===== src/rtl/fp_sqrt_pipe.sv =====
// Iterative restoring fixed-point square root, STEPS_PER_CYCLE result bits per clock, go/done handshake.
// Optional macro SQRT_ZERO_SKIP_EN: a zero radicand completes in one cycle without entering RUN.
module fp_sqrt_pipe #(
    parameter int WIDTH           = 32,
    parameter int INT_WIDTH       = 16,
    parameter int FRAC_WIDTH      = 16,
    parameter int STEPS_PER_CYCLE = 1
) (
    input  logic             clk,
    input  logic             reset,
    input  logic             go,
    input  logic [WIDTH-1:0] in,
    output logic [WIDTH-1:0] out,
    output logic [WIDTH:0]   rem,
    output logic             done,
    output logic             busy
);

    localparam int ITERATIONS = (WIDTH + FRAC_WIDTH) / 2;
    localparam int STEP_DIV   = (STEPS_PER_CYCLE < 1) ? 1 : STEPS_PER_CYCLE;
    localparam int CYCLES     = (ITERATIONS / STEP_DIV < 1) ? 1 : ITERATIONS / STEP_DIV;
    localparam int XW         = WIDTH + FRAC_WIDTH;
    localparam int AW         = WIDTH + 2;
    localparam int CW         = (CYCLES > 1) ? $clog2(CYCLES) : 1;

    generate
        if ((WIDTH < 1) || (FRAC_WIDTH < 0) || (FRAC_WIDTH > WIDTH) ||
            (((WIDTH + FRAC_WIDTH) % 2) != 0) || (INT_WIDTH + FRAC_WIDTH != WIDTH) ||
            (STEPS_PER_CYCLE < 1) || ((ITERATIONS % STEP_DIV) != 0)) begin : g_bad_params
            $error("fp_sqrt_pipe: illegal parameter combination");
        end
    endgenerate

    typedef enum logic [1:0] {
        IDLE = 2'd0,
        RUN  = 2'd1,
        SKIP = 2'd2
    } state_t;

    state_t                  state, next_state;
    logic [XW-1:0]           x, x_c;
    logic [AW-1:0]           acc, acc_c;
    logic [ITERATIONS-1:0]   q, q_c;
    logic [CW-1:0]           counter;
    logic                    start, finish;

    // Restoring steps chained combinationally; each consumes the top two radicand bits.
    always_comb begin
        logic [AW+1:0] sh;
        logic [AW+1:0] trial;
        // NOTE: every variable gets a default before any branch so no latch is inferred.
        acc_c = acc;
        x_c   = x;
        q_c   = q;
        sh    = '0;
        trial = '0;
        // NOTE: blocking assignments here so each step sees the previous step's result in the same cycle.
        for (int s = 0; s < STEPS_PER_CYCLE; s++) begin
            sh    = {acc_c, x_c[XW-1 -: 2]};
            trial = {{(AW - ITERATIONS){1'b0}}, q_c, 2'b01};
            if (sh >= trial) begin
                acc_c = AW'(sh - trial);
                q_c   = (q_c << 1) | ITERATIONS'(1);
            end else begin
                acc_c = AW'(sh);
                q_c   = q_c << 1;
            end
            x_c = x_c << 2;
        end
    end

    always_comb begin
        next_state = state;
        start      = 1'b0;
        finish     = 1'b0;
        unique case (state)
            IDLE: begin
                if (go) begin
`ifdef SQRT_ZERO_SKIP_EN
                    if (in == '0) begin
                        next_state = SKIP;
                    end else begin
                        start      = 1'b1;
                        next_state = RUN;
                    end
`else
                    start      = 1'b1;
                    next_state = RUN;
`endif
                end
            end
            RUN: begin
                if (counter == CW'(CYCLES - 1)) begin
                    finish     = 1'b1;
                    next_state = IDLE;
                end
            end
            SKIP:    next_state = IDLE;
            default: next_state = IDLE;
        endcase
    end

    always_ff @(posedge clk or posedge reset) begin
        if (reset) begin
            state <= IDLE;
        end else begin
            state <= next_state;
        end
    end

    always_ff @(posedge clk or posedge reset) begin
        // NOTE: all datapath state is plain flops (no memories), so every register is cleared by reset.
        if (reset) begin
            x       <= '0;
            acc     <= '0;
            q       <= '0;
            counter <= '0;
            out     <= '0;
            rem     <= '0;
            done    <= 1'b0;
        end else begin
            done <= 1'b0;
            if (start) begin
                x       <= XW'(in) << FRAC_WIDTH;
                acc     <= '0;
                q       <= '0;
                counter <= '0;
            end else if (state == RUN) begin
                x       <= x_c;
                acc     <= acc_c;
                q       <= q_c;
                counter <= counter + CW'(1);
            end
            if (finish) begin
                out  <= WIDTH'(q_c);
                rem  <= acc_c[WIDTH:0];
                done <= 1'b1;
            end
            if (state == SKIP) begin
                out  <= '0;
                rem  <= '0;
                done <= 1'b1;
            end
        end
    end

    assign busy = (state == RUN);

endmodule

===== config.mk =====
export PLATFORM = sky130hd
export DESIGN_NAME = fp_sqrt_pipe
export DESIGN_NICKNAME = d
export VERILOG_FILES = /design/src/rtl/fp_sqrt_pipe.sv
export SDC_FILE = /design/constraint.sdc
export NUM_CORES = 1
export LEC_CHECK = 0
export BUFFER_PORTS_ARGS = -buffer_cell sky130_fd_sc_hd__buf_2
export CORE_ASPECT_RATIO = 0.9
export CORE_UTILIZATION = 63
export CTS_CLUSTER_SIZE = 12
export DETAILED_ROUTE_END_ITERATION = 7
export HOLD_SLACK_MARGIN = 0.1
export PLACE_DENSITY = 0.89
export SLEW_MARGIN = 20
export SYNTH_ARGS = -nofsm -noshare
export SYNTH_HDL_FRONTEND = slang
export SYNTH_SLANG_ARGS = --single-unit

===== constraint.sdc =====
create_clock -name clk -period 11 [get_ports clk]
set_input_delay 1.65 -clock clk [delete_from_list [all_inputs] [get_ports clk]]
set_output_delay 1.65 -clock clk [all_outputs]
set_load 0.02 [all_outputs]

==> impl_metrics.yaml, run 1 <==
routing:
  first_iter_violations: 522
  drc_errors: 0
  vias_per_cell: 6.08
  ant_nets: 0
  first_pass_iters: 5
  vias: 6685
  detail_route.wl_per_cell_um: 17.0
  wl_um: 18700
run:
  cap_violations: 0
final_layout:
  final_nets: 989
  mostFrequentLayoutCells: "158 x nand2_1, 153 x dfrtp_1, 97 x o21ai_0, 93 x buf_2, 42 x inv_1"
  diodes: 0
  layout_commonest_cell: "nand2_1"
  fin_area_um2: 9140
  area_delta_synth_final_pct: 13.3
  layout-drive-gt1-share: 0.165
sta:
  slew_viol_final: 0
  final.setup.tns_ps: 0
  rsz0062_at_grt: "false"
  fin_crit_ps: 3460
  tightestPinTransition_ps: 1110
  timing.hold.ws_ps: 469
  fin_ws_ps: 7540
  final_hold_viol_count: 0
  slew_headroom: 0.260
  setup_violations: 0
  finClkSkew_ps: 10.1
  fin_crit_sh: 0.314
  fmax_ghz: 0.289
synthesis:
  synthDistinctLibCells: 57
  syn_area_per_cell_um2: 9.34
  ys_warn_count: 0
  async_flop_share: 1.00
  synthesis.instances: 864
  syn-cell-area_um2: 8070
  ys_seq_elements: 154
  synth_edf_count: 0
  ys_seq_area_frac: 0.478
  synthFlopType: "dfrtp_1"
clock_tree:
  cts.sinks: 154
  cts_setup_buffers: 0
  post_cts_resize_count: 0
  root_buffer: "clkbuf_16"
  cts.clk_slew.worst_paths_ps: 60
  cts_max_level: 4
  cts_inserted_buffers: 17
  insertion_delay_ps: 420
  tritoncts: "yes"
  clk_path_buf_depth: 2
  cts_hold_buf: 0
power:
  p_sw_mw: 1.48
  combPwrFrac: 0.514
  total_power_mw: 3.35
  p_leak_nw: 4.52
  swShare: 0.442
  p_clk_frac: 0.181
  power_per_cell_area_nw_per_um2: 366
  internal-power_mw: 1.87
  vdd_drop_max_mv: 0.195
  power_frac_seq: 0.305
hold_path:
  min_path_type: "reg2reg"
global_routing:
  grt_start_max_net_pins: 94
  first_global_vias: 6276
  antenna_found_initial: 0
  grt_overflow: 0
  grt.total_usage: 0.300
  grt_pass1_wl_um: 30600
floorplan:
  coreArea_um2: 12300
  fp.dieArea_um2: 13300
  num_rows: 38
  ios: 102
  die_height_um: 109
  die_w_um: 121
  initial_core_util: 0.658
placement:
  gp_congestion: 0.915
  dp_slack_ps: 7310
  dp_hpwl_um: 11900
  placed_area_um2: 8520
  port_buffers: 93
setup_path:
  worst_setup_path_start_kind: "flip-flop"
  slowest_stage: "o211a_1"
  cp_slowest_stage_delay_ps: 500
  crit_arrival_ps: 3760
  critPathKind: "reg2reg"
  cp.required_ps: 11300
  end_kind: "flip-flop"
  crit_chain: "ha_1 -> a2111oi_0 -> o21ai_1 -> a311oi_2 -> o211a_1 -> buf_4 -> mux2_1 -> mux2_2"
  crit_fanout: 35
status:
  status: "finished, final reports clean"
==> path summary, 6_finish.rpt <==
kind	start	depth (start not counted)	endpoint	slack, ps
worst min register to register	rem[21]	2	rem[21]	470
min in group asynchronous	reset	2	x[30]	1390
worst min-delay path	rem[21]	2	rem[21]	470
worst max-delay path	acc[23]	8	rem[8]	7540
worst max register to register	acc[23]	8	rem[8]	7540
max in group asynchronous	reset	3	rem[15]	8340
==> Yosys cell counts (12+ instances only) <==
cell type	count	area, um^2
a21o_1	14	105
a21oi_1	37	185
and3_1	14	87.6
clkbuf_1	36	135
dfrtp_1	154	3850
ha_1	27	338
inv_1	43	161
mux2_2	15	169
mux2i_1	37	370
nand2_1	158	593
nand3_1	12	60.1
nor2_1	29	109
o21ai_0	97	485
o31ai_1	25	188
xnor2_1	18	158
xor2_1	12	105
==> flip-flops by register name (all words and copies together) (netlist names) <==
name / count
counter: 5
out: 24
q: 24
x: 32
rem: 33
state: 1
done: 1
acc: 34
==> cells by family (layout without fill, tap and decap cells) <==
logic type,after synthesis,count (layout),synth area share
simple gates,254,254,0.140
mux,54,54,0.0696
fa+ha+maj,27,27,0.0419
buf+inv,104,173,0.0548
flops,154,154,0.478
other cells,1,8,0.000465
compound gates,240,240,0.183
xor+xnor,30,30,0.0326
==> critical path, delay by kind of cell (launching register included) <==
family / cells / cell delay [ps]
flip-flops: 1 / 400
buffers and inverters: 1 / 460
multiplexers: 2 / 670
adder cells (fa/ha/maj): 1 / 370
AO/OA/AOI/OAI: 4 / 1430
==> through the flow <==
stage	cells	utilization
3_5_place_dp	1068	0.695
2_1_floorplan	871	-
5_1_grt	1100	0.745
3_3_place_gp	1068	0.695
6_report	1100	0.745
4_1_cts	1100	0.745
==> power groups by stage <==
stage	clock network (mW)	registers, mW	logic (mW)
after floorplan	0	1.08	1.18
after global placement	0	1.01	1.61
after detailed placement	0	1.02	1.67
after CTS	0.611	1.02	1.71
after global routing	0.637	1.05	1.90
final	0.606	1.02	1.72
==> per-layer routing <==
| metal | global-route usage | part of all wire |
|---|---|---|
| met5 | 0 | 0 |
| met4 | 0.0882 | 0.017 |
| met3 | 0.0617 | 0.060 |
| met2 | 0.501 | 0.49 |
| met1 | 0.398 | 0.44 |
==> area by class of cell <==
class                      count  area [um^2]
sequential                   154         3860
multi-input combinational    613         3800
fill                         871         3130
timing repair buffer          98          503
clock buffer                  20          447
tap                          160          200
inverter                      43          166
clock inverter                12          165
No activity file was read; power rests on OpenSTA's default activity.
==> run 2, diff against run 1 <==
--- a/config.mk
+++ b/config.mk
@@ -7,11 +7,11 @@
 export LEC_CHECK = 0
 export BUFFER_PORTS_ARGS = -buffer_cell sky130_fd_sc_hd__buf_2
 export CORE_ASPECT_RATIO = 0.9
-export CORE_UTILIZATION = 63
+export CORE_UTILIZATION = 58
 export CTS_CLUSTER_SIZE = 12
 export DETAILED_ROUTE_END_ITERATION = 7
 export HOLD_SLACK_MARGIN = 0.1
-export PLACE_DENSITY = 0.89
+export PLACE_DENSITY = 0.83
 export SLEW_MARGIN = 20
 export SYNTH_ARGS = -nofsm -noshare
 export SYNTH_HDL_FRONTEND = slang
==> constraint.sdc (replaced) <==
create_clock -name clk -period 3.5 [get_ports clk]
set_input_delay 0.525 -clock clk [delete_from_list [all_inputs] [get_ports clk]]
set_output_delay 0.525 -clock clk [all_outputs]
set_load 0.02 [all_outputs]
==> impl_metrics.yaml, run 2 (synthesized netlist as in run 1, its figures left out) <==
clock_tree:
  clk_path_buf_depth: 2
  cts_hold_buf: 0
  cts_setup_buffers: 0
  insertion_delay_ps: 430
  cts_max_level: 4
  root_buffer: "clkbuf_16"
  tritoncts: "yes"
  cts.clk_slew.worst_paths_ps: 60
  cts_inserted_buffers: 17
  cts.sinks: 154
  post_cts_resize_count: 0
sta:
  final.setup.tns_ps: 0
  fin_crit_ps: 3030
  slew_viol_final: 0
  timing.hold.ws_ps: 284
  tightestPinTransition_ps: 953
  setup_violations: 0
  fin_ws_ps: 471
  fmax_ghz: 0.330
  slew_headroom: 0.363
  finClkSkew_ps: 6.46
  final_hold_viol_count: 0
  fin_crit_sh: 0.865
  rsz0062_at_grt: "false"
final_layout:
  reg_top3: "acc x34, rem x33, x x32"
  layout-drive-gt1-share: 0.165
  finish.utilization: 0.683
  layout_commonest_cell: "nand2_1"
  stdcell_count: 1113
  multi_input_comb_area_um2: 3800
  largest_register_ffs: 34
  diodes: 0
  top_register: "acc"
  fin_area_um2: 9200
  fillers: 1002
  area_delta_synth_final_pct: 14.1
  mostFrequentLayoutCells: "158 x nand2_1, 153 x dfrtp_1, 97 x o21ai_0, 93 x buf_2, 42 x inv_1"
  final_nets: 995
  register_area_um2: 3860
setup_path:
  critPathMostFrequentCell: "nand2_1"
  crit_chain: "inv_1 -> ha_1 -> nand2_1 -> nor2_1 -> nor4b_2 -> nand2_1 -> o211a_1 -> buf_4 -> or2_1 -> or4b_1 -> o211ai_1"
  crit_arrival_ps: 3370
  cp_slowest_stage_delay_ps: 460
  slowest_stage: "or4b_1"
  cpLargestDelayFamily: "simple AND/OR/NAND/NOR gates"
  r2r_setup_slack_ps: 470
  cp.buffers_inverters: 2
  end_kind: "flip-flop"
  critPathKind: "reg2reg"
  worst_setup_path_start_kind: "flip-flop"
  cp.required_ps: 3840
  crit_fanout: 27
routing:
  vias: 6507
  ant_nets: 0
  wl_um: 18100
  first_iter_violations: 444
  first_pass_iters: 5
  detail_route.wl_per_cell_um: 16.3
  vias_per_cell: 5.85
  drc_errors: 0
placement:
  dp_slack_ps: 491
  port_buffers: 93
  dp_hpwl_um: 12300
  dp.cells: 1082
  gp_congestion: 0.885
  placed_area_um2: 8600
global_routing:
  grt_pass1_wl_um: 30300
  grt_start_max_net_pins: 77
  first_global_vias: 6212
  antenna_found_initial: 0
  grt_overflow: 0
  grt.total_usage: 0.268
floorplan:
  die_height_um: 114
  coreArea_um2: 13500
  initial_core_util: 0.599
  fp.dieArea_um2: 14400
  num_rows: 40
  die_w_um: 126
  ios: 102
run:
  cap_violations: 0
hold_path:
  min_path_type: "in2async"
power:
  power_per_cell_area_nw_per_um2: 1140
  total_power_mw: 10.5
  p_leak_nw: 4.55
  vdd_drop_max_mv: 0.576
status:
  status: "finished, final reports clean"
-- run 2: cell types whose count changed in the layout (fill, tap and decap cells not counted), sizes merged --
cell and delta:
clkinvlp -1, clkinv -2, inv -3, buf +6
clkbuf +5
-- run 2: final timing paths --
path / startpoint / cells past startpoint / endpoint
max: q[21] / 11 / acc[26]
min: reset / 2 / q[4]
max reg2reg: q[21] / 11 / acc[26]
max in group asynchronous: reset / 3 / acc[26]
min in group clk: in[1] / 3 / x[17]
min reg2reg: rem[13] / 2 / rem[13]
-- run 2: power by group --
part	switching [mW]	internal [mW]
Combinational	3.27	2.13
Sequential	0.576	2.61
Clock	0.697	1.18
-- run 2: worst register-to-register path, cell delays in order (launching register included) --
cell and delay [ps]:
dfrtp_1 350, inv_1 70, ha_1 340, nand2_1 120, nor2_1 150, nor4b_2 450, nand2_1 160, o211a_1 250
buf_4 230, or2_1 270, or4b_1 460, o211ai_1 90
-- run 2: final cells by class --
class / count / share of cell area
clock buffers: 25 / 0.0528
clock inverters: 6 / 0.0122
inverters: 43 / 0.0179
multi-input cells: 613 / 0.413
flip-flops and latches: 154 / 0.419
well taps: 168 / 0.0228
repair buffers: 104 / 0.0623
-- run 2: metal layers --
layer,wire length [um],global-route usage
met4,252,0.0932
met2,8420,0.427
met5,0,0
met3,979,0.0577
met1,8490,0.365
==> run 3, diff against run 2 <==
--- a/config.mk
+++ b/config.mk
@@ -7,11 +7,12 @@
 export LEC_CHECK = 0
 export BUFFER_PORTS_ARGS = -buffer_cell sky130_fd_sc_hd__buf_2
 export CORE_ASPECT_RATIO = 0.9
-export CORE_UTILIZATION = 58
+export CORE_MARGIN = 2
+export CORE_UTILIZATION = 39
 export CTS_CLUSTER_SIZE = 12
 export DETAILED_ROUTE_END_ITERATION = 7
 export HOLD_SLACK_MARGIN = 0.1
-export PLACE_DENSITY = 0.83
+export PLACE_DENSITY = 0.6
 export SLEW_MARGIN = 20
 export SYNTH_ARGS = -nofsm -noshare
 export SYNTH_HDL_FRONTEND = slang
==> impl_metrics.yaml, run 3 (synthesized netlist as in run 1, its figures left out) <==
final_layout:
  stdcell_count: 1204
  mostFrequentLayoutCells: "158 x nand2_1, 153 x dfrtp_1, 97 x o21ai_0, 93 x buf_2, 42 x inv_1"
  top_register: "acc"
  area_delta_synth_final_pct: 15.6
  finish.utilization: 0.464
  largest_register_ffs: 34
  diodes: 0
  fin_area_um2: 9320
  layout-drive-gt1-share: 0.173
  layout_commonest_cell: "nand2_1"
  final_nets: 998
  reg_top3: "acc x34, rem x33, x x32"
sta:
  fin_crit_sh: 0.879
  slew_viol_final: 0
  final_hold_viol_count: 0
  timing.hold.ws_ps: 346
  final.setup.tns_ps: 0
  finClkSkew_ps: 8.53
  setup_violations: 0
  tightestPinTransition_ps: 959
  fmax_ghz: 0.325
  slew_headroom: 0.360
  fin_crit_ps: 3080
  rsz0062_at_grt: "false"
global_routing:
  grt_start_max_net_pins: 85
  grt_pass1_wl_um: 32600
  grt_overflow: 0
  antenna_found_initial: 1
  first_global_vias: 6258
  grt.total_usage: 0.186
clock_tree:
  tritoncts: "yes"
  cts_hold_buf: 1
  cts.clk_slew.worst_paths_ps: 70
  cts.sinks: 154
  cts_max_level: 4
  cts_inserted_buffers: 17
  clk_path_buf_depth: 2
  insertion_delay_ps: 430
  post_cts_resize_count: 0
  cts_setup_buffers: 0
  root_buffer: "clkbuf_16"
power:
  p_leak_nw: 4.55
  power_per_cell_area_nw_per_um2: 1110
  vdd_drop_max_mv: 0.443
routing:
  ant_nets: 0
  first_iter_violations: 365
  wl_um: 19200
  drc_errors: 0
  vias: 6380
  detail_route.wl_per_cell_um: 16.0
  first_pass_iters: 4
  vias_per_cell: 5.30
placement:
  port_buffers: 93
  dp.cells: 1171
  gp_congestion: 0.853
  placed_area_um2: 8740
  dp_hpwl_um: 13300
hold_path:
  min_path_type: "in2reg"
setup_path:
  crit_start: "q[7]"
  r2r_cells: 11
  worst_setup_path_start_kind: "flip-flop"
  crit_chain: "inv_1 -> ha_1 -> o211ai_1 -> nor2_1 -> o2111ai_1 -> or2_1 -> o211a_1 -> buf_12 -> or2_1 -> or4b_1 -> o211ai_1"
  cp_slowest_stage_delay_ps: 480
  r2r-end: "acc[26]"
  critical_path.endpoint: "acc[26]"
  critPathKind: "reg2reg"
  slowest_stage: "or4b_1"
  end_kind: "flip-flop"
  cp.required_ps: 3840
  worstReg2RegStart: "q[7]"
  r2r_setup_slack_ps: 420
  crit_arrival_ps: 3420
  crit_fanout: 34
floorplan:
  coreArea_um2: 20100
  fp.dieArea_um2: 21900
  die_w_um: 156
  die_height_um: 140
  ios: 102
  initial_core_util: 0.401
  num_rows: 49
run:
  cap_violations: 0
status:
  status: "finished, final reports clean"
==> run 3: cell types whose count changed in the layout (fill, tap and decap cells not counted), sizes merged <==
cell / before / now
buf: 104 / 106
clkbuf: 25 / 17
dlygate4sd3: 0 / 1
bufinv: 3 / 0
clkinvlp: 1 / 4
inv: 42 / 51
==> run 3: area by class of cell <==
cell class	count	area (um^2)
repair buffers	107	611
flip-flops and latches	154	3860
inverters	43	165
clock inverters	15	148
clock buffers	17	425
fillers	1988	10800
multi-input cells	613	3800
well taps	255	319
==> run 3: routing by layer <==
metal	GRT usage	vias up	share of wire
met2	0.280	137	0.44
met1	0.272	3061	0.50
li1	-	3162	-
met4	0.0435	2	0.0097
met5	0	-	0.00068
met3	0.0452	18	0.045
==> run 3: critical path: cells and delay by family, from the launching register on <==
family                     cells  cell delay (ps)
and+or+nand+nor                4             1220
AOI/OAI and AO/OA              4              710
adders and majority gates      1              440
DFF                            1              340
buffers and inverters          2              250
==> run 3: worst min path at each step <==
| stage | slack [ps] | startpoint | cells past startpoint | end |
|---|---|---|---|---|
| 2_1_floorplan | 450 | q[9] | 2 | q[10] |
| 3_3_place_gp | 450 | rem[15] | 2 | rem[15] |
| 3_5_place_dp | 460 | rem[15] | 2 | rem[15] |
| 4_1_cts | 340 | in[0] | 3 | x[16] |
| 5_1_grt | 340 | in[0] | 3 | x[16] |
| 6_report | 350 | in[0] | 3 | x[16] |
==> run 3: report_power, final <==
group / switching [mW] / total (mW) / internal [mW]
Sequential: 0.540 / 3.15 / 2.61
Clock: 0.852 / 1.80 / 0.947
Combinational: 3.30 / 5.43 / 2.13
==> run 3: per-stage QoR <==
stage	worst slack (ps)	total power, mW
floorplan	873	7.13
global placement	546	8.53
detailed placement	503	8.60
CTS	430	10.5
global route	185	11.3
finish	423	10.4
